$ cat src/rtl/game_ctrl_pkg.sv
// Shared definitions for the pong game controller and its consumers (render, ball logic).
package game_ctrl_pkg;

  // Game state encoding driven directly on game_state.
  typedef enum logic [1:0] {
    ST_IDLE  = 2'd0,
    ST_SERVE = 2'd1,
    ST_PLAY  = 2'd2,
    ST_OVER  = 2'd3
  } game_state_e;

  localparam int unsigned STATE_W       = 2;
  localparam int unsigned SCORE_W       = 4;
  localparam int unsigned CNT_W         = 10;
  localparam int unsigned DEF_SERVE_MS  = 1000;
  localparam int unsigned DEF_WIN_SCORE = 5;

endpackage

$ cat src/rtl/game_ctrl_rise_detect.sv
// Registered rising-edge detector: o_rise pulses one cycle after i_sig goes high.
module rise_detect (
  input  logic clk,
  input  logic reset,
  input  logic i_sig,
  output logic o_rise
);

  logic r_prev;
  logic r_rise;

  // Track previous level; during reset load the live level so a held-high input gives no event.
  always_ff @(posedge clk) begin
    if (reset) begin
      r_prev <= i_sig;
      r_rise <= 1'b0;
    end else begin
      r_prev <= i_sig;
      r_rise <= i_sig & ~r_prev;
    end
  end

  assign o_rise = r_rise;

endmodule

$ cat src/rtl/game_ctrl.sv
// Pong game controller: serve delay, scoring, win detection and ball gating.
module game_ctrl
  import game_ctrl_pkg::*;
#(
  parameter int unsigned SERVE_MS  = DEF_SERVE_MS,
  parameter int unsigned WIN_SCORE = DEF_WIN_SCORE
) (
  input  logic               clk,
  input  logic               reset,
  input  logic               clk_1ms,
  input  logic               start,
  input  logic               miss_left,
  input  logic               miss_right,
  output logic [STATE_W-1:0] game_state,
  output logic [SCORE_W-1:0] score1,
  output logic [SCORE_W-1:0] score2,
  output logic               ball_reset,
  output logic               ball_enable,
  output logic               serve_dir,
  output logic               winner
);

  game_state_e        r_state;
  game_state_e        w_state_nxt;
  logic [CNT_W-1:0]   r_cnt;
  logic [CNT_W-1:0]   w_cnt_nxt;
  logic [CNT_W-1:0]   w_cnt_inc;
  logic [SCORE_W-1:0] r_score1;
  logic [SCORE_W-1:0] r_score2;
  logic [SCORE_W-1:0] w_score1_nxt;
  logic [SCORE_W-1:0] w_score2_nxt;
  logic [SCORE_W-1:0] w_score1_inc;
  logic [SCORE_W-1:0] w_score2_inc;
  logic               r_serve_dir;
  logic               w_serve_dir_nxt;
  logic               r_winner;
  logic               w_winner_nxt;
  logic               r_ball_reset;
  logic               r_ball_enable;
  logic               w_tick;
  logic               w_start_ev;

  rise_detect u_tick_det (
    .clk    (clk),
    .reset  (reset),
    .i_sig  (clk_1ms),
    .o_rise (w_tick)
  );

  rise_detect u_start_det (
    .clk    (clk),
    .reset  (reset),
    .i_sig  (start),
    .o_rise (w_start_ev)
  );

  assign w_cnt_inc    = r_cnt + CNT_W'(1);
  assign w_score1_inc = r_score1 + SCORE_W'(1);
  assign w_score2_inc = r_score2 + SCORE_W'(1);

  // Next-state, counter and score decisions.
  always_comb begin
    w_state_nxt     = r_state;
    w_cnt_nxt       = r_cnt;
    w_score1_nxt    = r_score1;
    w_score2_nxt    = r_score2;
    w_serve_dir_nxt = r_serve_dir;
    w_winner_nxt    = r_winner;
    case (r_state)
      ST_IDLE: begin
        if (w_start_ev) begin
          w_state_nxt = ST_SERVE;
          w_cnt_nxt   = '0;
        end
      end
      ST_SERVE: begin
        if (w_tick) begin
          w_cnt_nxt = w_cnt_inc;
          if (w_cnt_inc == CNT_W'(SERVE_MS)) begin
            w_state_nxt = ST_PLAY;
          end
        end
      end
      ST_PLAY: begin
        if (miss_left && miss_right) begin
          // Simultaneous miss is a replay: no point awarded.
          w_state_nxt = ST_SERVE;
          w_cnt_nxt   = '0;
        end else if (miss_right) begin
          w_score1_nxt    = w_score1_inc;
          w_serve_dir_nxt = 1'b1;
          w_cnt_nxt       = '0;
          if (w_score1_inc == SCORE_W'(WIN_SCORE)) begin
            w_state_nxt  = ST_OVER;
            w_winner_nxt = 1'b0;
          end else begin
            w_state_nxt = ST_SERVE;
          end
        end else if (miss_left) begin
          w_score2_nxt    = w_score2_inc;
          w_serve_dir_nxt = 1'b0;
          w_cnt_nxt       = '0;
          if (w_score2_inc == SCORE_W'(WIN_SCORE)) begin
            w_state_nxt  = ST_OVER;
            w_winner_nxt = 1'b1;
          end else begin
            w_state_nxt = ST_SERVE;
          end
        end
      end
      ST_OVER: begin
        if (w_start_ev) begin
          w_state_nxt     = ST_SERVE;
          w_cnt_nxt       = '0;
          w_score1_nxt    = '0;
          w_score2_nxt    = '0;
          w_serve_dir_nxt = 1'b0;
        end
      end
      default: begin
        w_state_nxt = ST_IDLE;
      end
    endcase
  end

  // State and output registers; ball gating follows the next state so it lines up with game_state.
  always_ff @(posedge clk) begin
    if (reset) begin
      r_state       <= ST_IDLE;
      r_cnt         <= '0;
      r_score1      <= '0;
      r_score2      <= '0;
      r_serve_dir   <= 1'b0;
      r_winner      <= 1'b0;
      r_ball_reset  <= 1'b1;
      r_ball_enable <= 1'b0;
    end else begin
      r_state       <= w_state_nxt;
      r_cnt         <= w_cnt_nxt;
      r_score1      <= w_score1_nxt;
      r_score2      <= w_score2_nxt;
      r_serve_dir   <= w_serve_dir_nxt;
      r_winner      <= w_winner_nxt;
      r_ball_reset  <= (w_state_nxt != ST_PLAY);
      r_ball_enable <= (w_state_nxt == ST_PLAY);
    end
  end

  assign game_state  = STATE_W'(r_state);
  assign score1      = r_score1;
  assign score2      = r_score2;
  assign ball_reset  = r_ball_reset;
  assign ball_enable = r_ball_enable;
  assign serve_dir   = r_serve_dir;
  assign winner      = r_winner;

endmodule
$ cat config.mk
export PLATFORM = sky130hd
export DESIGN_NAME = game_ctrl
export DESIGN_NICKNAME = d
export VERILOG_FILES = /design/src/rtl/game_ctrl_pkg.sv /design/src/rtl/game_ctrl_rise_detect.sv /design/src/rtl/game_ctrl.sv
export SDC_FILE = /design/constraint.sdc
export NUM_CORES = 1
export LEC_CHECK = 0
export ABC_AREA = 1
export BUFFER_PORTS_ARGS = -buffer_cell sky130_fd_sc_hd__buf_2
export CAP_MARGIN = 20
export CELL_PAD_IN_SITES_DETAIL_PLACEMENT = 0
export CELL_PAD_IN_SITES_GLOBAL_PLACEMENT = 1
export CORE_ASPECT_RATIO = 2
export CORE_UTILIZATION = 35
export DETAILED_ROUTE_END_ITERATION = 10
export MAX_ROUTING_LAYER = met4
export PLACE_DENSITY = 0.79
export SYNTH_ARGS = -nofsm -noshare
export SYNTH_HDL_FRONTEND = slang
export SYNTH_SLANG_ARGS = --single-unit
export TNS_END_PERCENT = 100
$ cat constraint.sdc
create_clock -name clk -period 1.63 [get_ports clk]
set_clock_uncertainty 0.05 [all_clocks]
set_input_delay 0.0815 -clock clk [delete_from_list [all_inputs] [get_ports clk]]
set_output_delay 0.0815 -clock clk [all_outputs]
set_load 0.03 [all_outputs]
==> results of run 1 <==
-- through the flow --
step                instances  power (mW)  hold slack [ps]  setup WS (ps)  TNS (ps)
floorplan                 245        1.69             59.2           4.57         0
global placement          331        2.11              150          -1.91     -1.91
detailed placement        331        2.11              153          -19.9     -35.7
CTS                       336        2.50              102           18.6         0
global route              339        2.75              106          -20.9     -27.6
finish                    339        2.54              112            110         0
-- power groups by stage --
stage,combinational (mW),sequential (mW),clock [mW]
2_1_floorplan,0.585,1.10,0
3_3_place_gp,1.20,0.908,0
3_5_place_dp,1.20,0.909,0
4_1_cts,1.22,0.893,0.392
5_1_grt,1.39,0.932,0.420
6_report,1.26,0.911,0.375
-- layer usage --
| metal | up-vias | GRT usage [%] | routed length (um) |
|---|---|---|---|
| li1 | 854 | - | - |
| met5 | - | - | 0 |
| met4 | 0 | 9.01 | 103 |
| met3 | 8 | 1.72 | 94 |
| met2 | 26 | 37.0 | 2350 |
| met1 | 747 | 15.7 | 1410 |
-- synthesized netlist by cell type --
| cell | number |
|---|---|
| nand2_1 | 73 |
| inv_1 | 34 |
| dfxtp_1 | 28 |
| nor2_1 | 25 |
| a21oi_1 | 21 |
| nand3_1 | 14 |
| ha_1 | 9 |
| o21ai_0 | 7 |
| nand4_1 | 6 |
| nor2_2 | 6 |
| nand2_2 | 5 |
| a211oi_1 | 2 |
| clkbuf_1 | 2 |
| nand3b_1 | 2 |
| nor2_4 | 2 |
| o21ai_1 | 2 |
| a22oi_1 | 1 |
| buf_2 | 1 |
| inv_2 | 1 |
| nor3_1 | 1 |
| o211ai_1 | 1 |
| o21ai_2 | 1 |
| o31ai_1 | 1 |
-- registers in the layout, summed over array words and instances, names as in the netlist --
signal              cells
ball_reset              1
game_state              2
u_start_det.o_rise      1
ball_enable             1
winner                  1
score1                  4
u_tick_det.o_rise       1
score2                  4
r_cnt                  10
u_start_det.r_prev      1
u_tick_det.r_prev       1
serve_dir               1
-- cell type report --
type	count	area share [%]
multi-input combinational	179	47.4
sequential	28	28.3
timing repair buffer	40	12.7
inverter	35	6.38
tap	54	3.28
clock buffer	3	2.00
-- critical path, cell delays in order (launching register included) --
cell and delay [ps]:
dfxtp_2 350, inv_1 90, ha_4 170, nand2_1 80
o211ai_1 240, nor2_2 90, buf_4 160, a22oi_1 140
nor2_1 60
-- worst paths after layout --
path                                           startpoint                            to
worst max-delay path             game_state[0]$_SDFF_PP0_         r_cnt[6]$_SDFFE_PP0P_
worst min-delay path                                reset  u_tick_det.o_rise$_SDFF_PP0_
worst max register to register   game_state[0]$_SDFF_PP0_         r_cnt[6]$_SDFFE_PP0P_
worst min register to register  u_tick_det.r_prev$_DFF_P_  u_tick_det.o_rise$_SDFF_PP0_
-- cell families (layout without fill, tap and decap cells) --
| group | Yosys count | after routing | share of synthesized area [%] |
|---|---|---|---|
| compound gates | 36 | 36 | 12.3 |
| fa+ha+maj | 9 | 9 | 7.04 |
| buf+inv | 38 | 78 | 8.99 |
| flops | 28 | 28 | 35.0 |
| simple gates | 134 | 134 | 36.7 |
-- what timing repair did --
| action | CTS | global route |
|---|---|---|
| buffers inserted | 0 | 3 |
| pin swaps | 0 | 8 |
| endpoints found under the setup margin | 4 | 7 |
| hold buffers | 2 | 0 |
| endpoints found under the hold margin | 4 | 0 |
| gates resized for setup | 2 | 30 |
==> metrics.md, run 1 <==
| Metric | Value |
|---|---|
| Status | finished, final reports clean |
| Largest net degree at the start of global routing | 19 |
| CTS clock-pin slew for the worst setup and hold paths | 90 ps |
| Yosys cell types | 23 |
| Worst reg2reg path depth | 8 |
| Final count of hold timing violations | 0 |
| Die Area | 4860 um2 |
| Synthesized area per cell | 6.53 um2 |
| Total Wirelength | 3960 um |
| ANT nets after route | 0 |
| RSZ-0062 raised after global routing | true |
| Core box area | 4380 um2 |
| Critical Path Source Type | flop |
| Setup Crit Path Kind | reg2reg |
| Initial antenna violation count | 0 |
| Global-route wire length before repair | 6640 um |
| Area leader, netlist | dfxtp_1 |
| Total area of sequential cells | 582 um2 |
| Synth Instances | 245 |
| Iter 0 DRT Violations | 20 |
| Commonest non-fill, non-tap cells in the layout | nand2_1 (68), inv_1 (33), nor2_1 (22), a21oi_1 (21), buf_2 (19) |
| Combinational power share | 49.4% |
| Hold path cells | 4 |
| Sequential share of power | 35.8% |
| Worst skew pair latency | 280 ps |
| Seq/Total Area, Yosys | 35.0% |
| Chip width | 49.8 um |
| Placed Area | 1870 um2 |
| Crit path time final | approximately 1500 ps |
| Crit-path max FO | 5 |
| GRT Util Overall | 18.5% |
| Max-cap violations | 0 |
| Critical path data arrival time | 1640 ps |
| Max Clk Rate | around 0.66 GHz |
| Rows | 34 |
| Die H | 97.6 um |
| Worst min-delay path class | in2reg |
| Area delta synth->final | 28.7% |
| Clk network pwr share | between 10% and 20% |
| Drt via density | ~4.8 |
| PwrDens | about 1200 nW/um2 |
| Syn_nets | 260 |
| Fin crit share | 93.3% |
| Yosys warnings | 0 |
| Area occupied by multi-input gates | roughly 1000 um2 |
| Routed wire per std cell | 11.7 um |
| Tightest Pin Transition | 278 ps |
| Synth top area share | 35.0% |
| NetSw | 1.11 mW |
| Int Pwr | roughly 1.4 mW |
| CP required | 1750 ps |
| Top Ports | 20 |
| GP Congestion | 0.847 |
| Max clock buf depth | 2 |
| 1st-pass router iterations | 5 |
| CP Capture Type | flop |
| CTS Sinks | 28 |
| CTS tree | yes |
| Initial core utilization | 36.5% |
| Top cells by area, synth | dfxtp_1 (35%), nand2_1 (17%), inv_1 (8.0%) |
| Synthesized area | ~1600 um2 |
| Congestion Overflow GR | 0 |
| Final Cell Area | roughly 2000 um2 |
| # port buffers | 19 |
| Post-DP HPWL | 3120 um |
| Diodes inserted | 0 |
| Residual DRC | 0 |
| Peak supply drop | just over 0.8 mV |
| Layout cells sized above 1 | 28.4% |
| CTS Buf Count | 3 |
| Via count | 1,635 |
| Max H-tree Level | 1 |
| Final setup fails | 0 |
| Fillers | 480 |
| Most common library cell in the layout ignoring fill and taps | nand2_1 |
| Final Util | a little under half |
| Switching Fraction | 43.7% |
| Clock root buffer | clkbuf_8 |
| Worst slew margin relative to its limit | 81.3% |
| R2r setup slk | around 110 ps |
| P_leak | between 0.8 and 0.9 nW |
| Fin nets | approximately 300 |
| Slew Viols, Final | 0 |
| FF+latch count, synth | 28 |
| Vias in the first global route | 1,543 |
No activity file was read; power rests on OpenSTA's default activity.
==> inputs of run 2 (changes only) <==
--- a/config.mk
+++ b/config.mk
@@ -6,7 +6,7 @@
 export NUM_CORES = 1
 export LEC_CHECK = 0
 export ABC_AREA = 1
-export BUFFER_PORTS_ARGS = -buffer_cell sky130_fd_sc_hd__buf_2
+export BUFFER_PORTS_ARGS = -buffer_cell sky130_fd_sc_hd__clkbuf_2
 export CAP_MARGIN = 20
 export CELL_PAD_IN_SITES_DETAIL_PLACEMENT = 0
 export CELL_PAD_IN_SITES_GLOBAL_PLACEMENT = 1
@@ -15,6 +15,7 @@
 export DETAILED_ROUTE_END_ITERATION = 10
 export MAX_ROUTING_LAYER = met4
 export PLACE_DENSITY = 0.79
+export SKIP_CTS_REPAIR_TIMING = 1
 export SYNTH_ARGS = -nofsm -noshare
 export SYNTH_HDL_FRONTEND = slang
 export SYNTH_SLANG_ARGS = --single-unit
==> metrics.md, run 2 (synthesis gave the netlist of run 1 again) <==
| Metric | Value |
|---|---|
| RSZ-0062 raised after global routing | true |
| Rows | 34 (unchanged) |
| Sequential share of power | 34.7% (-1.1 points) |
| Max Clk Rate | 0.632 GHz (-3.9%) |
| Crit path time final | 1580 ps (+61.2 ps) |
| Top Ports | 20 (unchanged) |
| Commonest non-fill, non-tap cells in the layout | nand2_1 (64), inv_1 (31), nor2_1 (22), clkbuf_2 (19) |
| Drt via density | 4.93 (+2.1%) |
| GP Congestion | 0.851 (+0.56%) |
| # port buffers | 19 (unchanged) |
| Diodes inserted | 0 (unchanged) |
| Clk network pwr share | 13.9% (-0.8 points) |
| CP Capture Type | flop |
| Max reg flops | 10 (unchanged) |
| R2R Path End | r_cnt[3]$_SDFFE_PP0P_ |
| P_leak | 0.894 nW (+1.8%) |
| Max H-tree Level | 1 (unchanged) |
| Residual DRC | 0 (unchanged) |
| Worst min-delay path class | in2reg |
| Worst reg2reg path depth | 9 (+1) |
| Tightest Pin Transition | 287 ps (+9.89 ps) |
| Final setup fails | 0 (unchanged) |
| Placed Area | 1870 um2 (-0.40%) |
| GRT Util Overall | 18.8% (+0.36 points) |
| Worst slew margin relative to its limit | 80.8% (-0.48 points) |
| Fin nets | 304 (+0.66%) |
| Die H | 97.6 um (unchanged) |
| Fin crit share | 97.0% (+3.8 points) |
| Max-cap violations | 0 (unchanged) |
| Die Area | 4860 um2 (unchanged) |
| Max clock buf depth | 2 (unchanged) |
| CTS clock-pin slew for the worst setup and hold paths | 90 ps (about the same) |
| Worst hold margin | 129 ps (+16.8 ps) |
| Post-route insts no fill | 341 (+0.59%) |
| 1st-pass router iterations | 4 (-1) |
| Clock root buffer | clkbuf_8 |
| Crit-path max FO | 5 (unchanged) |
| Final count of hold timing violations | 0 (unchanged) |
| Chip width | 49.8 um (unchanged) |
| Critical Path Source Type | flop |
| Most used cell, CP | nor2_1 |
| Initial antenna violation count | 0 (unchanged) |
| Int Pwr | 1.49 mW (+4.0%) |
| Initial core utilization | 36.5% (unchanged) |
| Iter 0 DRT Violations | 25 (+25%) |
| Dpl cells | 330 (-0.30%) |
| ANT nets after route | 0 (unchanged) |
| Final Cell Area | 2120 um2 (+3.1%) |
| Crit Reg-Reg Startpoint | game_state[0]$_SDFF_PP0_ |
| Fillers | 459 (-4.4%) |
| Worst path slowest cell | dfxtp_4 |
| Status | finished, final reports clean |
| Setup Crit Path Kind | reg2reg |
| Worst skew pair latency | 270 ps (about the same) |
| Post-DP HPWL | 3130 um (+0.15%) |
| Area delta synth->final | 32.7% |
| NetSw | 1.15 mW (+3.5%) |
| Slew Viols, Final | 0 (unchanged) |
| CTS tree | yes |
| CP Launch Point | game_state[0]$_SDFF_PP0_ |
| PwrDens | 1240 nW/um2 (+0.66%) |
| Global-route wire length before repair | 6910 um (+4.1%) |
| Critical path data arrival time | 1740 ps (+100 ps) |
| Crit-path cells | inv_2 > ha_4 > nand2_2 > o211ai_1 > nor2_2 > inv_1 > nor2_1 > a21oi_1 > nor2_1 |
| Final Util | 48.5% (+1.5 points) |
| Via count | 1,680 (+2.8%) |
| Vias in the first global route | 1,648 (+6.8%) |
| Switching Fraction | 43.6% (-0.12 points) |
| Total Wirelength | 4110 um (+4.0%) |
| CTS Sinks | 28 (unchanged) |
| Combinational power share | 51.3% (+1.9 points) |
| Layout cells sized above 1 | 32.8% (+4.3 points) |
| R2r setup slk | 50 ps (-60 ps) |
| Largest net degree at the start of global routing | 19 (unchanged) |
| Routed wire per std cell | 12.1 um (+3.4%) |
| Most common library cell in the layout ignoring fill and taps | nand2_1 |
| Setup crit end | r_cnt[3]$_SDFFE_PP0P_ |
| CTS Buf Count | 3 (unchanged) |
| Core box area | 4380 um2 (unchanged) |
| Peak supply drop | 1.05 mV (+31%) |
| CP required | 1790 ps (+40 ps) |
| Largest Register | r_cnt |
| CP peak stage delay | 380 ps (+30 ps) |
| Congestion Overflow GR | 0 (unchanged) |
-- run 2: worst max-delay path: cells and delay by family, from the launching register on --
kind	cells	cell delay [ps]
AOI/OAI and AO/OA	2	170
adders and majority gates	1	210
buffers and inverters	2	140
DFF	1	380
and+or+nand+nor	4	570
-- run 2: through the flow --
stage               setup WS [ps]  total power [mW]  TNS, ps
detailed placement          -44.5              2.08    -83.9
CTS                         -67.4              2.46     -212
global placement            -41.8              2.09    -97.4
global route                -41.0              2.83     -141
floorplan                    4.57              1.69        0
finish                       48.4              2.64        0
-- run 2: per-layer routing --
metal  global-route usage [%]  wire (um)
met2                     37.5       2480
met4                     9.67        115
met1                     16.1       1450
met3                     1.56         66
met5                        -          0
-- run 2: worst min-delay path by stage --
| stage | from | to | slack [ps] | cells after the start |
|---|---|---|---|---|
| 3_3_place_gp | clk_1ms | u_tick_det.r_prev$_DFF_P_ | 150 | 1 |
| 2_1_floorplan | start | u_start_det.r_prev$_DFF_P_ | 60 | 0 |
| 3_5_place_dp | clk_1ms | u_tick_det.r_prev$_DFF_P_ | 150 | 1 |
| 5_1_grt | reset | u_start_det.o_rise$_SDFF_PP0_ | 140 | 4 |
| 4_1_cts | clk_1ms | u_tick_det.r_prev$_DFF_P_ | -130 | 1 |
| 6_report | reset | u_start_det.o_rise$_SDFF_PP0_ | 130 | 4 |
-- run 2: final cells by class --
class,count,area (um2),area share (%)
multi-input cells,179,1010,47.6
flip-flops and latches,28,584,27.5
repair buffers,42,288,13.6
inverters,35,131,6.19
well taps,54,67.6,3.18
clock buffers,3,41.3,1.94
-- run 2: power by group through the flow --
stage	Sequential [mW]	Clock [mW]	Combinational [mW]
after floorplan	1.10	0	0.585
final	0.917	0.368	1.35
after detailed placement	0.906	0	1.18
after global placement	0.908	0	1.19
after global routing	0.939	0.412	1.48
after CTS	0.890	0.388	1.19
